==> src/rtl/if_fetch_ctrl.sv <==
// if_fetch_ctrl: Simple-MIPS fetch-stage controller.
// Owns the PC and sequences fetches from instruction memory. It holds one
// registered instruction for decode while decode stalls. Exceptions and branch
// redirects flush the output slot and retarget the PC in any state.
module if_fetch_ctrl #(
    parameter logic [31:0] RESET_PC   = 32'h0000_0000,
    parameter logic [31:0] EXC_VECTOR = 32'h0000_0020
) (
    input  logic        clk,
    input  logic        rst,
    input  logic        stall_i,
    input  logic        br_taken_i,
    input  logic [31:0] br_target_i,
    input  logic        exc_i,
    input  logic        imem_rvalid_i,
    input  logic [31:0] imem_rdata_i,
    output logic        imem_req_o,
    output logic [31:0] imem_addr_o,
    output logic        inst_valid_o,
    output logic [31:0] inst_o,
    output logic [31:0] inst_pc_o,
    output logic [31:0] fetch_cnt_o
);

    typedef enum logic [1:0] {
        BOOT  = 2'd0,
        RUN   = 2'd1,
        BLOCK = 2'd2
    } state_t;

    state_t      r_state;
    logic [31:0] r_pc;
    logic        r_inst_valid;
    logic [31:0] r_inst;
    logic [31:0] r_inst_pc;
    logic [31:0] r_fetch_cnt;

    logic        w_req;
    logic        w_redirect;
    logic [31:0] w_redirect_pc;
    logic        w_complete;
    logic        w_slot_free;
    logic        w_slot_blocked;

    // The request drops in the same cycle that a held instruction meets a stall.
    // Then no fetch can complete into an occupied slot.
    always_comb begin
        w_slot_blocked = r_inst_valid && stall_i;
        w_slot_free    = !w_slot_blocked;
        w_req          = (r_state == RUN) && !w_slot_blocked;
        w_redirect     = exc_i || br_taken_i;
        w_redirect_pc  = exc_i ? EXC_VECTOR : (br_target_i & 32'hFFFF_FFFC);
        w_complete     = w_req && imem_rvalid_i && !w_redirect;
    end

    // PC, fetch FSM, output slot and delivery counter.
    always_ff @(posedge clk or posedge rst) begin
        if (rst) begin
            r_state      <= BOOT;
            r_pc         <= RESET_PC;
            r_inst_valid <= 1'b0;
            r_inst       <= 32'h0;
            r_inst_pc    <= 32'h0;
            r_fetch_cnt  <= 32'h0;
        end else if (w_redirect) begin
            // A redirect abandons any in-flight fetch and discards a same-cycle rvalid.
            r_pc         <= w_redirect_pc;
            r_inst_valid <= 1'b0;
            r_state      <= RUN;
        end else begin
            case (r_state)
                BOOT: begin
                    r_state <= RUN;
                end
                RUN: begin
                    if (w_complete) begin
                        r_inst       <= imem_rdata_i;
                        r_inst_pc    <= r_pc;
                        r_inst_valid <= 1'b1;
                        r_pc         <= r_pc + 32'd4;
                        r_fetch_cnt  <= r_fetch_cnt + 32'd1;
                    end else if (w_slot_free) begin
                        r_inst_valid <= 1'b0;
                    end
                    if (w_slot_blocked)
                        r_state <= BLOCK;
                end
                BLOCK: begin
                    // Decode consumes the held instruction on the cycle stall drops.
                    if (!stall_i) begin
                        r_inst_valid <= 1'b0;
                        r_state      <= RUN;
                    end
                end
                default: begin
                    r_state <= BOOT;
                end
            endcase
        end
    end

    assign imem_req_o   = w_req;
    assign imem_addr_o  = r_pc;
    assign inst_valid_o = r_inst_valid;
    assign inst_o       = r_inst;
    assign inst_pc_o    = r_inst_pc;
    assign fetch_cnt_o  = r_fetch_cnt;

endmodule

==> config.mk <==
export PLATFORM = sky130hd
export DESIGN_NAME = if_fetch_ctrl
export DESIGN_NICKNAME = d
export VERILOG_FILES = /design/src/rtl/if_fetch_ctrl.sv
export SDC_FILE = /design/constraint.sdc
export NUM_CORES = 1
export LEC_CHECK = 0
export BUFFER_PORTS_ARGS = -buffer_cell sky130_fd_sc_hd__buf_2
export CAP_MARGIN = 20
export CORE_MARGIN = 3
export CORE_UTILIZATION = 50
export CTS_CLUSTER_SIZE = 40
export DETAILED_ROUTE_END_ITERATION = 8
export PLACE_DENSITY = 0.81
export SYNTH_ARGS = -nofsm -noshare
export SYNTH_HDL_FRONTEND = slang
export SYNTH_SLANG_ARGS = --single-unit
==> constraint.sdc <==
create_clock -name clk -period 4.6 [get_ports clk]
set_input_delay 0.92 -clock clk [delete_from_list [all_inputs] [get_ports clk]]
set_output_delay 0.92 -clock clk [all_outputs]
set_load 0.02 [all_outputs]
## Word level (Yosys, flattened, before mapping)

Index checks and enable logic that the tools add are counted.
W data, S select, Z words.

- RAM bits: 0
- Bits in registers: 131
- Memory bits (read-only): 0
- Input port bits: 70
- Latch bits: 0
- Logic and storage cells: 42
- Memories kept: 0

- Order comparisons: 0
- Equal/unequal tests: 5
- Divide/modulo/power cells: 0
- Reductions and logical operators: 15
- Shift operators: 0
- Mux-type cells: 13
- Add/subtract/negate cells: 2
- Bitwise logic cells: 1
- Multiply operators: 0

Operators by type and width:

| operator | count |
|---|---|
| $mux W32 | 4 |
| $add A32 B1 Y32 const B | 1 |
| $add A32 B3 Y32 const B | 1 |
| $mux W2 | 3 |
| $ne A3 B3 Y1 const B | 2 |
| $pmux W2 S3 | 1 |
| $reduce_and A3 Y1 | 2 |
| $logic_and A1 B1 Y1 | 4 |
| $mux W1 | 4 |
| $ne A4 B4 Y1 const B | 1 |
| $reduce_and A2 Y1 | 2 |
| $reduce_bool A2 Y1 | 2 |
| $reduce_bool A3 Y1 | 1 |
| $eq A2 B1 Y1 const B | 1 |
| $eq A2 B2 Y1 const B | 1 |
| $logic_not A1 Y1 | 2 |
| $logic_not A2 Y1 | 1 |
| $pmux W1 S2 | 1 |
| $logic_or A1 B1 Y1 | 1 |
| $not A1 Y1 | 1 |

## Longest topological paths before layout

- Depth in word-level cells: 8
- Depth in mapped cells: 8
- Gate-level depth less buffers: 6

## Worst setup path after synthesis

OpenSTA, ideal clock, no wires.

- Kind: input port to flip-flop
- Start: in exc_i
- End: reg r_fetch_cnt[22], in the netlist fetch_cnt_o[22]
- Cell stages on the path: 7
- Required time: 4,468 ps
- Arrival time: 2,378 ps
- Buffers on the path: 2
- Library setup time: 132 ps
- Setup slack: 2,091 ps
- Cells stage by stage: buf_6 > nor2_1 > nand4_1 > clkbuf_1 > nor3_1 > nand4_1 > xnor2_1

- Cells in the longest elaborated chain, start to end: 4
- Elaborated cells between the ends (all ways): 5

RTL lines:

| what | RTL line | RTL |
|---|---|---|
| from (decl) | 14 | `input logic exc_i,` |
| $logic_or A1 B1 Y1 * | 51 | `w_redirect = exc_i \|\| br_taken_i;` |
| $logic_not A1 Y1 | 53 | `w_complete = w_req && imem_rvalid_i && !w_redirect;` |
| $logic_and A1 B1 Y1 | 53 |  |
| $reduce_and A3 Y1 (no line) * | - |  |
| to (signal assigned) | 81 | `r_fetch_cnt <= r_fetch_cnt + 32'd1;` |
| to (decl) | 36 | `logic [31:0] r_fetch_cnt;` |

Every way passes the cells marked *; elsewhere a longest branch is shown, timed or not.
A chain may end at the register's enable or synchronous reset.

## Final worst setup path

- Start: in exc_i
- End: reg r_fetch_cnt[15], in the netlist fetch_cnt_o[15]

The elaborated chain is that of the path after synthesis.

==> key figures <==
Die
  – Chip width: 113.5 µm
  – # rows: 38
  – I/O pins: 200
  – Die height: 113.5 µm
  – Area of the core: 11080 µm²
  – Starting Density: 52.20%
  – Die Footprint: about 13000 µm²

STA
  – Fin. Hold Viols: 0
  – # setup viols final: 0
  – Setup TNS Final: 0 ns
  – Relative slew slack: 29.36%
  – Tcrit/Tclk final: 65.94%
  – Min Tclk post-route: 3.033 ns
  – RSZ-0062 raised after global routing: no
  – Worst slew pin tran: 1.059 ns
  – Max Fclk: 329.7 MHz
  – Layout Skew: 0.006276 ns
  – Fin. max-slew vios: 0

Logic synthesis
  – Yosys warning count: 0
  – Cells after Synth: ~580
  – Synthesized area per cell: 10.04 µm²
  – Synth Cell Area: between 5000 and 6000 µm²
  – #FFs+latches synth: 127
  – Synth cell types: 46
  – Register area share after synthesis: 54.95%

Finish
  – Nets: between 800 and 900
  – Share of cells above drive strength 1: 33.93%
  – N_diodes: 0
  – Post-route cell area: 7412 µm²
  – Layout area overhead: 28.17%

Drt
  – First-pass iteration count of the detailed router: 5
  – DR iter-0 viols: 504
  – Vias/cell: 5.561
  – DRC: 0
  – WL/cell: 16.98 µm
  – Final WL: about 16 mm
  – DR vias: 5122
  – Post-route ant nets: 0

Worst hold path
  – Hold Crit Class: register to register
  – Worst Hold Launch: inst_o[8]
  – WHS Endpoint: inst_o[8]
  – Hold depth: 2

CTS
  – Num CTS Buffers: 17
  – Clock slew at reported path FFs: 0.05 ns
  – CTS tree: yes
  – Clock latency at the later pin of the worst-skew pair: 0.41 ns
  – # resized after CTS: 0
  – Root Driver: clkbuf_16
  – Clock Path Buffers: 2
  – Hold-fix buffers, CTS: 0
  – CTS H-tree lvls: 4
  – Post-CTS Setup Repair Bufs: 0
  – Clk sinks: roughly 130

Placed design
  – Gpl congestion: about 0.87
  – HPWL Detailed: 11.19 mm
  – Placed Area: approximately 6800 µm²
  – Port Buffers: between 150 and 200

Flow run
  – Max cap viols: 0

Setup path
  – WP data required: 4.93 ns
  – Max FO, Critical Path: 29
  – R2R Setup Slk: approximately 1.8 ns
  – Buf+Inv Stages, Crit Path: 2
  – R2r startpoint: r_state[0]
  – Critical Path Slowest Stage Cell: nor3_1
  – Reg2reg path depth: 6
  – Max stage delay on crit path: 0.82 ns
  – Crit path cell chain: buf_2, nor2_1, nand4_1, buf_4, nor3_1, and3_1, xor2_1
  – CP arrival: 3.37 ns
  – Type of the worst setup path: input pin to register
  – CP Capture Type: register
  – CP Launch Type: input pin
  – Top delay family on crit path: simple AND/OR/NAND/NOR gates
  – Worst reg2reg endpoint: inst_o[11]

GRT
  – Pin count of the biggest net entering global routing: 83
  – First-pass GRT wire length: ~25 mm
  – Grt total ovfl: 0
  – Number of global-route vias before repair: 5042
  – Global Route Usage Sum: 24.49%
  – Initial antenna violation count: 1

Pwr
  – Pwr Total: between 0.003 and 0.004 W
  – Peak supply drop: 0.2880 mV
  – Leakage Power: 3.833 nW
  – PwrDens: 422.1 nW/µm²

Run status
  – Status: finished clean
-- sequential cells by signal (all words and copies together), names as in the netlist --
register      cells
r_state           2
fetch_cnt_o      32
inst_valid_o      1
inst_pc_o        30
inst_o           32
imem_addr_o      30
-- how the worst max path moves through the flow --
stage	from	to	slack [ns]	cells after the start
floorplan	rst	fetch_cnt_o[0]	0.30	1
global placement	exc_i	fetch_cnt_o[29]	1.30	7
detailed placement	exc_i	fetch_cnt_o[20]	1.23	7
CTS	exc_i	fetch_cnt_o[20]	1.66	7
global route	r_state[0]	inst_o[11]	1.50	6
finish	exc_i	fetch_cnt_o[15]	1.57	7
-- cell usage after synthesis (all sizes together) --
| cell | instances | area [µm²] |
|---|---|---|
| a311oi | 4 | 35.03 |
| a22o | 1 | 8.760 |
| a311o | 1 | 10.01 |
| nand3 | 21 | 105.1 |
| nor2 | 31 | 116.4 |
| conb | 1 | 3.750 |
| inv | 9 | 33.78 |
| o221a | 1 | 11.26 |
| clkinv | 1 | 3.750 |
| a31oi | 2 | 12.51 |
| ha | 2 | 25.02 |
| xor2 | 16 | 140.1 |
| o31ai | 3 | 22.52 |
| xnor2 | 30 | 262.8 |
| or2 | 1 | 6.260 |
| a2111oi | 3 | 26.28 |
| o21bai | 1 | 7.510 |
| nand4b | 1 | 8.760 |
| and2 | 6 | 37.54 |
| o21ai | 13 | 65.06 |
| mux2i | 1 | 10.01 |
| nor3 | 17 | 85.08 |
| nand4 | 19 | 125.1 |
| nor4 | 11 | 68.82 |
| dfrtp | 127 | 3178 |
| nand2 | 140 | 525.5 |
| and3 | 9 | 57.56 |
| and4 | 5 | 43.79 |
| a21oi | 8 | 40.04 |
| clkbuf | 17 | 63.81 |
| or3 | 8 | 61.31 |
| a221oi | 2 | 17.52 |
| nor2b | 3 | 18.77 |
| or4 | 1 | 7.510 |
| a211oi | 17 | 127.6 |
| dlygate4sd1 | 1 | 8.760 |
| nand2b | 1 | 6.260 |
| buf | 12 | 71.32 |
| o41ai | 1 | 8.760 |
| mux2 | 28 | 315.3 |
-- per-layer routing --
layer  track usage (%)  routed length (µm)  vias up
met2             40.36                7801      203
met5                 0                  10        -
met3             5.995                1128       34
met4             10.18                 301        2
li1                  -                   -     2374
met1             31.01                6398     2509
-- stage by stage --
step	util (%)	worst slack, ns	hold slack (ns)	cells
after floorplan	-	0.2957	0.5443	579
after global placement	61.76	1.298	0.4532	888
after detailed placement	61.76	1.232	0.4569	888
after CTS	66.73	1.662	0.4706	920
after global routing	66.91	1.496	0.4911	921
final	66.91	1.567	0.4679	921
-- area by class of cell --
cell class	count	area (µm²)
Clock inverter	5	27.53
Clock buffer	27	523.0
Fill cell	887	3666
Inverter	10	40.04
Multi-Input combinational cell	412	2437
Sequential cell	127	3178
Timing Repair Buffer	200	1031
Tap cell	140	175.2
-- worst reg2reg max path, cell delays in order (launching register included) --
cell,delay (ns)
dfrtp_1,0.41
nor2b_1,0.36
nand3_1,0.54
nor2_2,1.00
buf_4,0.32
nand2_1,0.07
nand2_1,0.08
-- logic make-up after synthesis --
group	count (synthesis)	share of synthesized area [%]
muxes	29	5.625
DFF	127	54.95
adders and majority gates	2	0.4326
buffers and inverters	40	3.137
AOI/OAI and AO/OA	57	6.794
other	1	0.06484
xor gates and xnor gates	46	6.967
and+or+nand+nor	274	22.03
-- cell usage in the layout, fill, tap and decap left out, types with 3 or more instances in the layout --
cell type    n
clkbuf_16   17
buf_4        6
nor2b_1      3
o21ai_0     13
xor2_1      16
and2_1       6
and4_1       5
a211oi_1    17
and3_1       8
xnor2_1     30
nand4_1     18
or3_1        5
clkinv_2     4
a21oi_1      8
nand2_1    140
clkbuf_8     6
a311oi_1     4
buf_2      193
nor2_1      30
dfrtp_1    127
inv_1        8
nand3_1     21
conb_1       4
o31ai_1      3
nor4_1      11
clkbuf_1     4
mux2_2      28
nor3_1      17
a2111oi_0    3
-- power by group --
part | switching [W] | leakage (nW) | internal (W)
combinational | 0.000363 | 1.91 | 0.000199
clock | 0.000459 | 0.273 | 0.000771
sequential | 0.0000945 | 1.65 | 0.00124
total | 0.000916 | 3.83 | 0.00221
Power figures use the tool's default switching activity.
